===== src/rtl/ql_fcb_clkgate_ctl.sv =====
// Gate-enable controller for ql_clkgate_x4. It adds a wake delay before ack and an idle hold after
// the request drops. gate_en is retimed on the falling edge so the gate cell never passes a runt pulse.
module ql_fcb_clkgate_ctl #(
  parameter int WAKE_CYCLES = 2,
  parameter int IDLE_CNT_W  = 8,
  parameter int WCNT_W      = 16
) (
  input  logic                  clk_in,
  input  logic                  rst,
  input  logic                  req,
  input  logic                  force_on,
  input  logic [IDLE_CNT_W-1:0] idle_limit,
  output logic                  gate_en,
  output logic                  ack,
  output logic [1:0]            state_o,
  output logic [WCNT_W-1:0]     wake_count
);

  localparam logic [1:0] ST_OFF  = 2'd0;
  localparam logic [1:0] ST_WAKE = 2'd1;
  localparam logic [1:0] ST_ON   = 2'd2;
  localparam logic [1:0] ST_HOLD = 2'd3;

  localparam logic [3:0]            WAKE_LOAD = 4'(WAKE_CYCLES - 1);
  localparam logic [IDLE_CNT_W-1:0] HCNT_ONE  = IDLE_CNT_W'(1);
  localparam logic [WCNT_W-1:0]     WCNT_ONE  = WCNT_W'(1);

  logic                  want;
  logic [1:0]            state_reg, state_next;
  logic [3:0]            wcnt_reg, wcnt_next;
  logic [IDLE_CNT_W-1:0] hcnt_reg, hcnt_next;
  logic [WCNT_W-1:0]     wake_count_reg, wake_count_next;
  logic                  en_reg;
  logic                  ack_reg;
  logic                  gate_en_reg;

  assign want = req | force_on;

  always_comb begin
    state_next      = state_reg;
    wcnt_next       = wcnt_reg;
    hcnt_next       = hcnt_reg;
    wake_count_next = wake_count_reg;
    case (state_reg)
      ST_OFF: begin
        if (want) begin
          state_next = ST_WAKE;
          wcnt_next  = WAKE_LOAD;
          if (wake_count_reg != '1)
            wake_count_next = wake_count_reg + WCNT_ONE;
        end
      end
      ST_WAKE: begin
        // Wake always completes; a dropped request is handled once in ON.
        if (wcnt_reg == 4'd0)
          state_next = ST_ON;
        else
          wcnt_next = wcnt_reg - 4'd1;
      end
      ST_ON: begin
        if (!want) begin
          if (idle_limit == '0) begin
            state_next = ST_OFF;
          end else begin
            state_next = ST_HOLD;
            hcnt_next  = idle_limit - HCNT_ONE;
          end
        end
      end
      default: begin
        // A returning request beats hold expiry on the same edge.
        if (want)
          state_next = ST_ON;
        else if (hcnt_reg == '0)
          state_next = ST_OFF;
        else
          hcnt_next = hcnt_reg - HCNT_ONE;
      end
    endcase
  end

  always_ff @(posedge clk_in) begin
    if (rst) begin
      state_reg      <= ST_OFF;
      wcnt_reg       <= 4'd0;
      hcnt_reg       <= '0;
      wake_count_reg <= '0;
      en_reg         <= 1'b0;
      ack_reg        <= 1'b0;
    end else begin
      state_reg      <= state_next;
      wcnt_reg       <= wcnt_next;
      hcnt_reg       <= hcnt_next;
      wake_count_reg <= wake_count_next;
      en_reg         <= (state_next != ST_OFF);
      ack_reg        <= (state_next == ST_ON) || (state_next == ST_HOLD);
    end
  end

  // Changes only while clk_in is low, so the downstream AND-style gate sees a stable enable.
  always_ff @(negedge clk_in) begin
    if (rst)
      gate_en_reg <= 1'b0;
    else
      gate_en_reg <= en_reg;
  end

  assign gate_en    = gate_en_reg;
  assign ack        = ack_reg;
  assign state_o    = state_reg;
  assign wake_count = wake_count_reg;

endmodule

===== config.mk =====
export PLATFORM = sky130hd
export DESIGN_NAME = ql_fcb_clkgate_ctl
export DESIGN_NICKNAME = d
export VERILOG_FILES = /design/src/rtl/ql_fcb_clkgate_ctl.sv
export SDC_FILE = /design/constraint.sdc
export NUM_CORES = 1
export LEC_CHECK = 0
export CAP_MARGIN = 20
export CORE_MARGIN = 4
export CORE_UTILIZATION = 47
export DETAILED_ROUTE_END_ITERATION = 8
export PLACE_DENSITY = 0.75
export SETUP_SLACK_MARGIN = 0.1
export SLEW_MARGIN = 15
export SYNTH_ARGS = -nofsm -noshare
export SYNTH_HDL_FRONTEND = slang
export SYNTH_SLANG_ARGS = --single-unit

===== constraint.sdc =====
create_clock -name clk_in -period 2 [get_ports clk_in]
set_clock_uncertainty 0.2 [all_clocks]
set_input_delay 0.5 -clock clk_in [delete_from_list [all_inputs] [get_ports clk_in]]
set_output_delay 0.5 -clock clk_in [all_outputs]
set_load 0.01 [all_outputs]

======== Word-level counts from Yosys, hierarchy flattened ========
Cells that the tools add are included.
word-level totals
  flip-flop bits (word level) ............. 33
  input bits .............................. 12
  output and inout port bits .............. 20
  logic and storage cells ................. 49
operators by class
  add/subtract/negate cells ............... 4
  eq/ne operators ......................... 9
  multiplexer cells ....................... 15
  bitwise operators ....................... 3
  reductions and logical operators ........ 11
operators with widths
  cell                                                   number
  two-way mux 8 bit                                      4
  adder 16 x 1 -> 16 bit, second input constant          1
  logical NOT 8 bit                                      2
  inequality test 16 bit, second input constant          1
  one-hot mux 8 bit (2 select lines)                     1
  subtractor 8 x 1 -> 8 bit, second input constant       2
  two-way mux 2 bit                                      6
  two-way mux 4 bit                                      2
  one-hot mux 4 bit (2 select lines)                     1
  == test 2 bit, second input constant                   3
  inequality test 2 bit, second input constant           3
  one-hot mux 2 bit (3 select lines)                     1
  AND reduction 3 bit                                    2
  logical NOT 4 bit                                      1
  AND reduction 4 bit                                    1
  nonzero test 2 bit                                     2
  subtractor 4 x 1 -> 4 bit, second input constant       1
  == test 2 x 1 -> 1 bit, second input constant          1
  logical NOT 2 bit                                      1
  inequality test 2 x 1 -> 1 bit, second input constant  1
  inverter 1 bit                                         2
  OR reduction 2 bit                                     1
  logical OR 1 bit                                       1
  bitwise OR 1 bit                                       1

======== Longest topological paths before layout ========
Gate-level depths: netlist of the first run.
  word-level depth ........................ 6
  gate-level depth with buffers ........... 11
  gate-level depth less buffers ........... 9

==> flow_metrics.env, run 1 <==
export IMPL_outcome="finished, violations left"
export IMPL_failed_checks="setup timing"
export IMPL_p_per_area_nw_per_um2=755
export IMPL_synth_edf_count=0
export IMPL_internal_power_mw=1.44
export IMPL_synth_async_sr_flop_share_pct=0
export IMPL_sw_frac_of_total_pct=35.3
export IMPL_finalHoldViolCount=0
export IMPL_arrival_ns=1.74
export IMPL_endpoint_kind="output port"
export IMPL_cts_num_sinks=32
export IMPL_cts_made_buffers=5
export IMPL_grt_pass1_wl_um=9380
export IMPL_cts_root_buffer="clkbuf_8"
export IMPL_critical_path_cell_chain="buf_6"
export IMPL_yosysUniqueCellTypes=54
export IMPL_r2r_end="hcnt_reg[5]$_SDFFE_PP0P_"
export IMPL_ys_warnings_count=0
export IMPL_rsz0062_at_grt="yes"
export IMPL_pin_count=32
export IMPL_diodes=0
export IMPL_place_area_sq_um=2480
export IMPL_endpoint="gate_en"
export IMPL_power_mw=2.23
export IMPL_clk_latency_ns=0.28
export IMPL_routed_wl_um=6430
export IMPL_cp_depth=1
export IMPL_final_area_sq_um=2960
export IMPL_relSlewSlack_pct=74.5
export IMPL_antenna_found_initial=0
export IMPL_critical_path_startpoint_type="register"
export IMPL_rrSetupSlack_ns=-0.07
export IMPL_overflow=0
export IMPL_synth_ff_type="dfxtp_1"
export IMPL_detail_route_antenna_nets=0
export IMPL_clkPwrFrac_pct=21.6
export IMPL_hpwlAfterDp_um=3540
export IMPL_setup_ws_ns=-0.444
export IMPL_leakagePower_nw=1.22
export IMPL_row_count=22
export IMPL_switchingPower_uw=789
export IMPL_seq_area_frac_synth_pct=35.1
export IMPL_worst_path_max_delay_cell="dfxtp_2"
export IMPL_pwr_share_seq_pct=33.1
export IMPL_syn_num_nets=236
export IMPL_tightest_slew_ns=0.383
export IMPL_dr_pass1_iters=5
export IMPL_rr_startpoint="ack$_SDFF_PP0_"
export IMPL_stdcell_count=349
export IMPL_via_per_inst=6.04
export IMPL_io_buffers=31
export IMPL_crit_buf_inv=1
export IMPL_reg2reg_depth=7
export IMPL_min_path_type="register to register"
export IMPL_finalNetCount=315
export IMPL_start_util_pct=49.1
export IMPL_layout_common_cells="41 x buf_4, 28 x nor2_1, 28 x dlygate4sd2_1"
export IMPL_syn2layout_area_growth_pct=62.0
export IMPL_holdBufCountCts=0
export IMPL_crit_required_ns=1.30
export IMPL_grt_pass1_vias=2031
export IMPL_max_stage_delay_ns=0.31
export IMPL_vias=2108
export IMPL_cp_top_family="flip-flops"
export IMPL_drcViolationCount=0
export IMPL_fillers=230
export IMPL_maxCapViolations=0
export IMPL_layout_commonest_cell="buf_4"
export IMPL_finish_utilization_pct=79.5
export IMPL_die_x_um=70.3
export IMPL_drive_above_1_share_pct=40.9
export IMPL_synth_area_sq_um=1820
export IMPL_wl_per_cell_um=18.4
export IMPL_clock_path_buffers=2
export IMPL_setup_viol=5
export IMPL_cp_startpoint="gate_en$_SDFF_NP0_"
export IMPL_gp_congestion=0.866
export IMPL_cts_htree_levels=2
export IMPL_die_area_sq_um=4940
export IMPL_largest_reg_flops=16
export IMPL_grt_max_degree=33
export IMPL_critical_path_class="register to output port"
export IMPL_avgSynthCellArea_sq_um=8.25
export IMPL_dr_first_iter_drc_count=177
export IMPL_synth_cells=221
export IMPL_peakVddDrop_mv=0.509
export IMPL_maxSlewViolCount=0
export IMPL_p_comb_share_pct=45.2
export IMPL_placed_cells=328
export IMPL_tns_ns=-0.646
export IMPL_clkTransAtPathRegs_ns=0.07
export IMPL_synth_ff_latch_count=32
export IMPL_fp_dieH_um=70.3
export IMPL_critical_path_peak_fanout=1
export IMPL_cts_tree="built"
export IMPL_grt_use_total_pct=23.0
export IMPL_coreArea_sq_um=3720
-- power groups by stage --
stage                     logic [mW]  clock network, mW  registers, mW
final                           1.01              0.482          0.740
after global routing            1.07              0.518          0.743
after CTS                      0.796              0.486          0.744
after detailed placement       0.675            0.00626          0.757
after global placement         0.655            0.00626          0.756
after floorplan                0.423            0.00626          0.758
-- layer usage --
| layer | part of all wire, % | up-vias | wire length [um] | global-route usage (%) |
|---|---|---|---|---|
| li1 | - | 968 | - | - |
| met1 | 41 | 1009 | 2620 | 28.3 |
| met2 | 49 | 106 | 3130 | 39.2 |
| met3 | 6.7 | 25 | 431 | 4.75 |
| met4 | 3.9 | 0 | 250 | 8.51 |
| met5 | 0 | - | 0 | 0 |
-- timing repair --
| item | CTS | global route |
|---|---|---|
| buffers inserted | 2 | 9 |
| resized for setup | 83 | 35 |
| setup endpoints to repair | 48 | 28 |
| gates cloned | 2 | 0 |
| pin swaps | 13 | 12 |
-- synthesized netlist by cell type (2+ instances only) --
cell type	n	share of area [%]
nor4b_1	2	0.96
nor3_1	8	2.2
buf_4	2	0.82
mux2i_1	7	3.8
nand4_1	7	2.4
a31oi_1	4	1.4
ha_1	3	2.1
nand3_1	8	2.2
xnor2_1	11	5.3
nand3b_1	2	0.82
nor2_1	35	7.2
buf_2	3	0.82
a21oi_1	12	3.3
nor3b_1	3	1.2
nor2b_1	2	0.69
nor4_1	6	2.1
a211oi_1	4	1.6
dfxtp_1	32	35
clkbuf_1	4	0.82
inv_1	4	0.82
o22ai_1	2	0.69
o21ai_0	7	1.9
nand2b_1	2	0.69
buf_6	3	1.9
nand2_1	19	3.9
-- cells by family (layout without fill, tap and decap cells) --
group	Yosys count	after routing	share of synthesized area [%]
multiplexers	9	9	5.28
adder cells (fa/ha/maj)	3	3	2.06
AND/OR/NAND/NOR	110	110	33.1
buffers and inverters	17	96	5.42
XOR/XNOR	12	12	5.76
flip-flops	32	32	35.1
AO/OA/AOI/OAI	38	39	13.2
-- final cells by class --
cell class | count | area, sq um | share of cell area, %
timing repair buffer | 83 | 724 | 24.5
clock inverter | 4 | 17.5 | 0.593
multi-input combinational | 173 | 1400 | 47.4
inverter | 4 | 20.0 | 0.677
clock buffer | 5 | 68.8 | 2.33
tap | 48 | 60.1 | 2.03
sequential | 32 | 664 | 22.5
-- per-stage QoR --
stage,setup slack (ns),hold WS [ns]
after floorplan,-0.0653,0.244
after global placement,-0.507,0.268
after detailed placement,-0.517,0.272
after CTS,-0.452,0.283
after global routing,-0.479,0.328
final,-0.444,0.314
-- how the worst min path moves through the flow --
| stage | cells past startpoint | slack [ns] | start | endpoint |
|---|---|---|---|---|
| 3_5_place_dp | 2 | 0.27 | hcnt_reg[4]$_SDFFE_PP0P_ | hcnt_reg[4]$_SDFFE_PP0P_ |
| 4_1_cts | 2 | 0.28 | hcnt_reg[0]$_SDFFE_PP0P_ | hcnt_reg[0]$_SDFFE_PP0P_ |
| 6_report | 2 | 0.31 | hcnt_reg[7]$_SDFFE_PP0P_ | hcnt_reg[7]$_SDFFE_PP0P_ |
| 2_1_floorplan | 2 | 0.24 | hcnt_reg[0]$_SDFFE_PP0P_ | hcnt_reg[0]$_SDFFE_PP0P_ |
| 3_3_place_gp | 2 | 0.27 | hcnt_reg[7]$_SDFFE_PP0P_ | hcnt_reg[7]$_SDFFE_PP0P_ |
| 5_1_grt | 2 | 0.33 | hcnt_reg[0]$_SDFFE_PP0P_ | hcnt_reg[0]$_SDFFE_PP0P_ |
-- worst register-to-register path, cell delays in order, from the launching register on --
cell     delay (ns)
dfxtp_2        0.32
nor2b_4        0.15
buf_6          0.12
buf_12         0.14
mux2i_4        0.20
or4_1          0.58
nand3_1        0.16
a21oi_1        0.09
(Power assumes the default switching activity.)
==> run 2: changes to the inputs <==
Settings changed: CORE_ASPECT_RATIO set to 0.9.
==> flow_metrics.env, run 2 (synthesis results as in run 1) <==
export IMPL_drive_above_1_share_pct=39.3
export IMPL_vias=1987
export IMPL_peakVddDrop_mv=0.634
export IMPL_outcome="finished, violations left"
export IMPL_diodes=0
export IMPL_routed_wl_um=5540
export IMPL_critical_path_cell_chain="buf_6"
export IMPL_p_per_area_nw_per_um2=792
export IMPL_power_mw=2.30
export IMPL_maxSlewViolCount=0
export IMPL_critical_path_startpoint_type="register"
export IMPL_cts_root_buffer="clkbuf_8"
export IMPL_relSlewSlack_pct=72.9
export IMPL_cts_num_sinks=32
export IMPL_worstHoldPathCells=2
export IMPL_rrSetupSlack_ns=0.02
export IMPL_r2r_end="hcnt_reg[4]$_SDFFE_PP0P_"
export IMPL_clk_latency_ns=0.28
export IMPL_max_stage_delay_ns=0.30
export IMPL_die_x_um=73.7
export IMPL_arrival_ns=1.75
export IMPL_tightest_slew_ns=0.403
export IMPL_via_per_inst=5.66
export IMPL_wl_per_cell_um=15.8
export IMPL_fp_dieH_um=67.1
export IMPL_cp_top_family="flip-flops"
export IMPL_endpoint_kind="output port"
export IMPL_setup_viol=1
export IMPL_crit_buf_inv=1
export IMPL_layout_commonest_cell="buf_4"
export IMPL_whs_endpoint="hcnt_reg[7]$_SDFFE_PP0P_"
export IMPL_grt_max_degree=33
export IMPL_drcViolationCount=0
export IMPL_die_area_sq_um=4940
export IMPL_min_path_type="register to register"
export IMPL_layout_common_cells="47 x buf_4, 29 x nor2_1, 28 x dlygate4sd2_1"
export IMPL_overflow=0
export IMPL_largest_reg_flops=16
export IMPL_critical_path_class="register to output port"
export IMPL_leakagePower_nw=1.23
export IMPL_rr_startpoint="ack$_SDFF_PP0_"
export IMPL_holdBufCountCts=0
export IMPL_clock_path_buffers=2
export IMPL_grt_use_total_pct=21.9
export IMPL_tns_ns=-0.447
export IMPL_min_from="hcnt_reg[7]$_SDFFE_PP0P_"
export IMPL_maxCapViolations=0
export IMPL_gp_congestion=0.895
export IMPL_cts_htree_levels=2
export IMPL_row_count=21
export IMPL_coreArea_sq_um=3730
export IMPL_setup_ws_ns=-0.447
export IMPL_cts_tree="built"
export IMPL_io_buffers=31
export IMPL_clkTransAtPathRegs_ns=0.07
export IMPL_rsz0062_at_grt="yes"
export IMPL_worst_path_max_delay_cell="dfxtp_2"
export IMPL_detail_route_antenna_nets=0
export IMPL_pin_count=32
export IMPL_crit_required_ns=1.30
export IMPL_finalNetCount=319
export IMPL_grt_pass1_vias=1842
export IMPL_grt_pass1_wl_um=8440
export IMPL_hpwlAfterDp_um=3350
export IMPL_finalHoldViolCount=0
export IMPL_dr_first_iter_drc_count=203
export IMPL_reg2reg_depth=9
export IMPL_dr_pass1_iters=4
export IMPL_failed_checks="setup timing"
export IMPL_cts_made_buffers=5
export IMPL_start_util_pct=48.9
export IMPL_antenna_found_initial=0
export IMPL_syn2layout_area_growth_pct=59.0
export IMPL_critical_path_peak_fanout=1
==> run 2: timing repair <==
| item | in CTS | in global routing |
|---|---|---|
| pin swaps | 11 | 14 |
| setup endpoints to repair | 48 | 22 |
| cloned | 1 | 0 |
| gates resized for setup | 74 | 27 |
| setup buffers | 7 | 10 |
==> run 2: worst min-delay path: cells and delay by family, from the launching register on <==
family | cells | cell delay, ns
and+or+nand+nor | 1 | 0.07
DFF | 1 | 0.33
AOI/OAI and AO/OA | 1 | 0.05
==> run 2: worst max-delay path by stage <==
stage	from	end	cells past startpoint
2_1_floorplan	ack$_SDFF_PP0_	hcnt_reg[4]$_SDFFE_PP0P_	11
3_3_place_gp	gate_en$_SDFF_NP0_	gate_en	1
3_5_place_dp	gate_en$_SDFF_NP0_	gate_en	1
4_1_cts	gate_en$_SDFF_NP0_	gate_en	1
5_1_grt	gate_en$_SDFF_NP0_	gate_en	1
6_report	gate_en$_SDFF_NP0_	gate_en	1
==> run 2: power breakdown <==
group          switching (mW)  leakage [nW]  internal [mW]  total [mW]
logic                   0.437         0.899          0.479       0.916
clock network           0.241        0.0642          0.404       0.644
registers              0.0453         0.266          0.691       0.736
==> run 2: layer usage <==
layer	vias up	track usage [%]	share of wire, %
met5	-	0	0
met4	0	7.24	1.5
met3	12	4.68	5.7
met2	70	32.5	47
met1	941	31.1	46
li1	964	-	-
==> run 2: layout make-up <==
type	count	area, sq um
Multi-Input combinational cell	172	1300
Fill cell	238	831
Timing Repair Buffer	88	739
Sequential cell	32	664
Clock buffer	6	82.6
Tap cell	46	57.6
Clock inverter	3	37.5
Inverter	4	20.0
==> run 2: through the flow <==
step	setup WS [ns]	hold WS [ns]	utilization (%)	instances	instance area [sq um]
after floorplan	-0.0653	0.244	-	221	1900
after global placement	-0.508	0.258	66.2	325	2470
after detailed placement	-0.514	0.259	66.2	325	2470
after CTS	-0.452	0.270	73.0	341	2720
after global routing	-0.478	0.314	77.7	351	2900
final	-0.447	0.295	77.7	351	2900
